## src/rtl/fir_mac_sequencer.sv

```systemverilog
// Control sequencer that time-multiplexes a DSP48A1 slice as an NTAPS direct-form FIR.
// Streams one coef/sample product per cycle, drains the slice pipeline, then saturates P onto Y.
module fir_mac_sequencer #(
  parameter int NTAPS      = 8,
  parameter int PIPE_LAT   = 3,
  parameter int OPMODE_DLY = 1,
  parameter int OUT_SHIFT  = 0
) (
  input  logic        CLK,
  input  logic        RSTN,
  input  logic [17:0] S_DATA,
  input  logic        S_VALID,
  output logic        S_READY,
  input  logic        COEF_WE,
  input  logic [5:0]  COEF_ADDR,
  input  logic [17:0] COEF_DATA,
  output logic [17:0] DSP_A,
  output logic [17:0] DSP_B,
  output logic [7:0]  DSP_OPMODE,
  output logic        DSP_CE,
  input  logic [47:0] DSP_P,
  output logic [17:0] Y_DATA,
  output logic        Y_SAT,
  output logic        Y_VALID,
  input  logic        Y_READY
);

  localparam int KW   = (NTAPS > 1) ? $clog2(NTAPS) : 1;
  localparam int CMAX = (NTAPS > PIPE_LAT) ? NTAPS : PIPE_LAT;
  localparam int CW   = (CMAX > 1) ? $clog2(CMAX) : 1;

  localparam logic [1:0] S_IDLE  = 2'd0;
  localparam logic [1:0] S_RUN   = 2'd1;
  localparam logic [1:0] S_DRAIN = 2'd2;
  localparam logic [1:0] S_OUT   = 2'd3;

  localparam logic [7:0]  OP_FIRST = 8'h01;
  localparam logic [7:0]  OP_ACC   = 8'h09;
  localparam logic [7:0]  OP_HOLD  = 8'h08;
  localparam logic [47:0] Y_MAX    = 48'd262143;

  logic [1:0]    r_state;
  logic [CW-1:0] r_cnt;
  logic [17:0]   r_coef [NTAPS];
  logic [17:0]   r_x    [NTAPS];
  logic [17:0]   r_y;
  logic          r_sat;

  logic          w_accept;
  logic          w_coef_wr;
  logic          w_run_last;
  logic          w_drain_last;
  logic [KW-1:0] w_tap;
  logic [7:0]    w_opcode;

  // Logical shift of P, then clamp to the unsigned 18-bit range; MSB of the result is the sat flag.
  function automatic logic [18:0] f_scale_sat(input logic [47:0] p);
    logic [47:0] s;
    s = p >> OUT_SHIFT;
    if (s > Y_MAX) f_scale_sat = {1'b1, 18'h3FFFF};
    else           f_scale_sat = {1'b0, s[17:0]};
  endfunction

  assign w_accept     = S_VALID && S_READY;
  assign w_coef_wr    = (r_state == S_IDLE) && COEF_WE && ({1'b0, COEF_ADDR} < 7'(NTAPS));
  assign w_run_last   = (r_cnt == CW'(NTAPS - 1));
  assign w_drain_last = (r_cnt == CW'(PIPE_LAT - 1));
  assign w_tap        = r_cnt[KW-1:0];

  always_ff @(posedge CLK or negedge RSTN) begin
    if (!RSTN) begin
      r_state <= S_IDLE;
      r_cnt   <= '0;
      r_y     <= '0;
      r_sat   <= 1'b0;
    end else begin
      case (r_state)
        S_IDLE: begin
          if (w_accept) begin
            r_state <= S_RUN;
            r_cnt   <= '0;
          end
        end
        S_RUN: begin
          if (w_run_last) begin
            r_state <= S_DRAIN;
            r_cnt   <= '0;
          end else begin
            r_cnt <= r_cnt + 1'b1;
          end
        end
        S_DRAIN: begin
          // P holds the last tap's sum on the final drain edge.
          if (w_drain_last) begin
            r_state        <= S_OUT;
            r_cnt          <= '0;
            {r_sat, r_y}   <= f_scale_sat(DSP_P);
          end else begin
            r_cnt <= r_cnt + 1'b1;
          end
        end
        S_OUT: begin
          if (Y_READY) r_state <= S_IDLE;
        end
        default: r_state <= S_IDLE;
      endcase
    end
  end

  // Coefficient write and sample accept share an edge; the new coef is read in RUN, so the write wins.
  always_ff @(posedge CLK or negedge RSTN) begin
    if (!RSTN) begin
      for (int i = 0; i < NTAPS; i++) begin
        r_coef[i] <= '0;
        r_x[i]    <= '0;
      end
    end else begin
      if (w_coef_wr) r_coef[COEF_ADDR[KW-1:0]] <= COEF_DATA;
      if (w_accept) begin
        r_x[0] <= S_DATA;
        for (int i = 1; i < NTAPS; i++) r_x[i] <= r_x[i-1];
      end
    end
  end

  assign w_opcode = (r_state == S_RUN) ? ((r_cnt == '0) ? OP_FIRST : OP_ACC) : OP_HOLD;

  generate
    if (OPMODE_DLY == 0) begin : g_op_nodly
      assign DSP_OPMODE = w_opcode;
    end else begin : g_op_dly
      logic [7:0] r_op_p [OPMODE_DLY];
      always_ff @(posedge CLK or negedge RSTN) begin
        if (!RSTN) begin
          for (int i = 0; i < OPMODE_DLY; i++) r_op_p[i] <= OP_HOLD;
        end else begin
          r_op_p[0] <= w_opcode;
          for (int i = 1; i < OPMODE_DLY; i++) r_op_p[i] <= r_op_p[i-1];
        end
      end
      assign DSP_OPMODE = r_op_p[OPMODE_DLY-1];
    end
  endgenerate

  assign S_READY = (r_state == S_IDLE) && RSTN;
  assign DSP_A   = (r_state == S_RUN) ? r_coef[w_tap] : '0;
  assign DSP_B   = (r_state == S_RUN) ? r_x[w_tap]    : '0;
  assign DSP_CE  = (r_state == S_RUN) || (r_state == S_DRAIN);
  assign Y_VALID = (r_state == S_OUT);
  assign Y_DATA  = r_y;
  assign Y_SAT   = r_sat;

endmodule

```

## config.mk

```make
export PLATFORM = sky130hd
export DESIGN_NAME = fir_mac_sequencer
export DESIGN_NICKNAME = d
export VERILOG_FILES = /design/src/rtl/fir_mac_sequencer.sv
export SDC_FILE = /design/constraint.sdc
export NUM_CORES = 1
export LEC_CHECK = 0
export ABC_AREA = 1
export BUFFER_PORTS_ARGS = -buffer_cell sky130_fd_sc_hd__buf_2
export CAP_MARGIN = 20
export CORE_UTILIZATION = 54
export DETAILED_ROUTE_END_ITERATION = 10
export MAX_ROUTING_LAYER = met4
export PLACE_DENSITY = 0.81
export SYNTH_ARGS = -nofsm -noshare
export SYNTH_HDL_FRONTEND = slang
export SYNTH_SLANG_ARGS = --single-unit
```

## constraint.sdc

```tcl
create_clock -name CLK -period 1.7 [get_ports CLK]
set_input_delay 0.17 -clock CLK [delete_from_list [all_inputs] [get_ports CLK]]
set_output_delay 0.17 -clock CLK [all_outputs]
set_load 0.02 [all_outputs]
```

==> results.sh, run 1 <==
export IMPL_outcome="did not finish"
export IMPL_die_h_um=171
export IMPL_synthArstFlopShare_pct=100
export IMPL_numPortBuffers=154
export IMPL_grt_max_degree=177
export IMPL_ys_types=29
export IMPL_ys_warn_count=0
export IMPL_worst_path_end_type="top-level output"
export IMPL_synth_seq_area_share_pct=50.7
export IMPL_clockBufferDepth=3
export IMPL_dpl_hpwl_um=24600
export IMPL_placementRows=61
export IMPL_globalRouteOverflowTotal=2
export IMPL_grt_worst_setup_endpoint="DSP_A[17]"
export IMPL_dieWidth_um=171
export IMPL_track_usage_pct=65.5
export IMPL_root_buffer="clkbuf_16"
export IMPL_synth_seq_cells=314
export IMPL_place_congestion=0.824
export IMPL_netlist_instances=1950
export IMPL_lastStage="global routing"
export IMPL_avgSynthCellArea_um2=7.95
export IMPL_clock_sinks=314
export IMPL_start_util_pct=55.3
export IMPL_io_pins=161
export IMPL_cts_made_buffers=34
export IMPL_synth_edf_count=0
export IMPL_syn_area_mm2=0.0155
export IMPL_stop_error="[ERROR GRT-0232] Routing congestion too high. Check the congestion heatmap in the GUI."
export IMPL_htreeDepth=2
export IMPL_synth_flop_cell="dfrtp_1"
export IMPL_dpl_worst_slack_ns=-0.0997
## through the flow
| step | std cells | instance area [um2] |
|---|---|---|
| 2_1_floorplan | 1955 | 15500 |
| 3_3_place_gp | 2412 | 16900 |
| 3_5_place_dp | 2412 | 16900 |
| 4_1_cts | 2600 | 20600 |
## repair_timing
item | 4_1_cts
endpoints found under the hold margin | 275
setup buffers | 43
gates cloned | 34
setup endpoints to repair | 113
gates resized for setup | 302
pin swaps | 27
hold buffers | 55
## synth_stat cells, drive strengths merged (4+ instances only)
cell type | count | area (um2)
dfrtp | 313 | 7830
nor2 | 135 | 544
clkbuf | 43 | 161
ha | 11 | 138
a21oi | 165 | 826
o21ai | 345 | 1910
nand3 | 111 | 556
buf | 103 | 652
nor3 | 4 | 65.1
or2 | 19 | 119
inv | 212 | 796
nand2 | 483 | 1840
## cells by family after synthesis
kind of cell | share of synthesized area (%)
other | 0.0242
adder cells (fa/ha/maj) | 0.888
AO/OA/AOI/OAI | 17.8
buffers and inverters | 10.4
AND/OR/NAND/NOR | 20.2
flip-flops | 50.7
## routing by layer
layer,overflow,track usage (%)
met1,0,65.0
met2,0,83.3
met3,0,46.4
met4,2,59.7
met5,-,-
==> inputs of run 2 (changes only) <==
CORE_UTILIZATION = 40   (was 54)
MAX_ROUTING_LAYER = unset   (was met4)
PLACE_DENSITY = unset   (was 0.81)
PLACE_DENSITY_LB_ADDON = 0.15   (was unset)
clock period = 2.21 ns   (was 1.7 ns; I/O delays follow)
==> run 2 against run 1 <==
Effect of this change: the flow now finishes, with violations (setup timing); synthesized area did not move; synthesized cell count unchanged.
==> results.sh, run 2 <==
export IMPL_critPathMaxFanout=20
export IMPL_register_area_mm2=0.00787
export IMPL_synthArstFlopShare_pct=100
export IMPL_synthTopCellsByCount="nand2_1, dfrtp_1, o21ai_0, inv_1, a21oi_1"
export IMPL_grt_first_pass_wirelength_um=69200
export IMPL_post_route_min_period_ns=2.29
export IMPL_synth_edf_count=0
export IMPL_r2r_start="r_state[0]"
export IMPL_start_util_pct=40.8
export IMPL_initialDrtViolationCount=856
export IMPL_slew_headroom_pct=36.5
export IMPL_hold_start="S_DATA[3]"
export IMPL_worst_slack_ns=-0.0814
export IMPL_critPathBufInv=4
export IMPL_dp_cells=2520
export IMPL_cts_tree="built"
export IMPL_avgSynthCellArea_um2=7.95
export IMPL_clock_sinks=314
export IMPL_critPathLaunchType="flop"
export IMPL_path_clk_slew_ns=0.06
export IMPL_final_common_cell="nand2_1"
export IMPL_cp_end_kind="output port"
export IMPL_fin_crit_sh_pct=104
export IMPL_die_h_um=199
export IMPL_htreeDepth=2
export IMPL_dieWidth_um=199
export IMPL_r2r_slack_ns=0.21
export IMPL_area_delta_synth_final_pct=26.4
export IMPL_power_density_mw_per_mm2=1230
export IMPL_cp_required_ns=1.99
export IMPL_slew_violations=0
export IMPL_num_vias=13300
export IMPL_violations="setup timing"
export IMPL_rsz0062_at_grt="yes"
export IMPL_critical_path_class="flop to output port"
export IMPL_routed_via_density=5.00
export IMPL_yosysMostFrequentCell="nand2_1"
export IMPL_synth_top_cell_by_area="dfrtp_1"
export IMPL_dieArea_mm2=0.0395
export IMPL_ant_nets=0
export IMPL_dpl_worst_slack_ns=0.212
export IMPL_wirelength_um=45500
export IMPL_synth_seq_cells=314
export IMPL_crit_chain="buf_12 > buf_12 > buf_16 > o21ai_1 > nand2_1 > nand3_2 > nand2_2 > buf_6"
export IMPL_p_leak_nw=9.74
export IMPL_io_pins=161
export IMPL_crit_path_frequent_cell="buf_12"
export IMPL_hold_path_endpoint="r_x[129]"
export IMPL_placementRows=71
export IMPL_clockBufferDepth=3
export IMPL_reg2reg_to="r_coef[52]"
export IMPL_n_antenna_cell=0
export IMPL_mostFrequentLayoutCells="nand2_1, dfrtp_1, o21ai_0"
export IMPL_wl_per_cell_um=17.2
export IMPL_numPortBuffers=154
export IMPL_design_area_mm2=0.0196
export IMPL_syn_area_mm2=0.0155
export IMPL_fmax_mhz=436
export IMPL_dpl_hpwl_um=25500
export IMPL_synth_area_leaders="dfrtp_1, nand2_1, o21ai_0"
export IMPL_crit_path_top_delay_cell="dfrtp_4"
export IMPL_drive_gt1_share_pct=21.7
export IMPL_fin_nets=2222
export IMPL_grt_max_degree=175
export IMPL_place_area_mm2=0.0167
export IMPL_setup_viol=30
export IMPL_drcViolationCount=0
export IMPL_root_buffer="clkbuf_16"
export IMPL_tightest_slew_ns=0.952
export IMPL_globalRouteOverflowTotal=0
export IMPL_synth_flop_cell="dfrtp_1"
export IMPL_finClkSkew_ns=0.0189
export IMPL_worst_path_largest_cell_delay_ns=0.50
export IMPL_ys_warn_count=0
export IMPL_core_mm2=0.0379
export IMPL_max_cap_violations=0
export IMPL_grt_antenna_before_repair=0
export IMPL_netlist_instances=1950
export IMPL_track_usage_pct=22.3
export IMPL_cts_made_buffers=37
export IMPL_min_path_cells=3
export IMPL_nFillCells=3634
export IMPL_hold_path_class="input pin to flop"
export IMPL_arrival_ns=2.07
export IMPL_reg2reg_depth=9
export IMPL_peakVddDrop_mv=0.603
export IMPL_synth_top_area_share_pct=50.6
export IMPL_worstSkewPairLatency_ns=0.54
export IMPL_critical_path_top_delay_family="buffers and inverters"
export IMPL_grt_pass1_vias=12800
export IMPL_power_total_mw=24.1
export IMPL_postLayoutCoreUtil_pct=51.6
export IMPL_dr_pass1_iters=5
export IMPL_outcome="finished, violations left"
export IMPL_place_congestion=0.770
export IMPL_finalNonFillerCells=2653
export IMPL_hold_viol_final=0
export IMPL_ys_types=29
export IMPL_multi_input_area_mm2=0.00642
export IMPL_synth_seq_area_share_pct=50.7
-- run 2: cell counts after synthesis --
No cell type changed its count.
-- run 2: report_power, final --
group / switching (mW) / internal (mW)
Sequential: 1.03 / 7.66
Clock: 2.43 / 3.73
Combinational: 5.54 / 3.76
Total: 9.00 / 15.1
-- run 2: area by class of cell --
class,count,share of cell area (%)
inverters,212,4.24
clock buffers,58,5.76
repair buffers,267,13.3
well taps,511,3.27
multi-input cells,1283,32.8
flip-flops and latches,314,40.2
repair inverters,1,0.0575
clock inverters,7,0.454
-- run 2: through the flow --
| stage | TNS [ns] | hold slack, ns |
|---|---|---|
| after floorplan | 0 | -0.0746 |
| after global placement | 0 | 0.0524 |
| after detailed placement | 0 | 0.0517 |
| after CTS | -2.32 | 0.00246 |
| after global routing | -3.87 | 0.0125 |
| final | -0.922 | 0.00412 |
-- run 2: how the worst max path moves through the flow --
stage / start / to / slack, ns / cells past startpoint
floorplan: r_cnt[0] / Y_DATA[7] / 0.38 / 10
global placement: r_state[0] / r_coef[52] / 0.26 / 9
detailed placement: r_state[0] / r_coef[52] / 0.21 / 9
CTS: r_cnt[0] / DSP_B[9] / -0.11 / 8
global route: r_cnt[0] / DSP_B[3] / -0.15 / 9
finish: r_cnt[0] / DSP_B[0] / -0.08 / 8
-- run 2: cell families (layout without fill, tap and decap cells) --
| logic type | after synthesis | after routing | synth area share (%) |
|---|---|---|---|
| AND/OR/NAND/NOR | 753 | 753 | 20.2 |
| buffers and inverters | 358 | 545 | 10.4 |
| flip-flops | 314 | 314 | 50.7 |
| AO/OA/AOI/OAI | 513 | 513 | 17.8 |
| other | 1 | 6 | 0.0242 |
| adder cells (fa/ha/maj) | 11 | 11 | 0.888 |
-- run 2: repair_timing --
item	in CTS	in global routing
buffers inserted	6	3
pin swaps	9	33
gates resized for setup	140	148
setup endpoints to repair	36	36
cloned	8	13
hold buffers	38	0
endpoints found under the hold margin	197	0
-- run 2: metal layers --
layer  wire [um]  up-vias  track usage [%]
li1            -     6545                -
met1       20400     6393             29.5
met2       22400      258             37.9
met3        1710       62             3.15
met4        1030        0             6.81
met5           0        -                0
-- run 2: tightest hold or removal path, stage by stage --
cell     delay (ns)
buf_2          0.08
nor2_1         0.06
a21oi_1        0.12
Note: power is estimated with default switching activity, not from simulation.
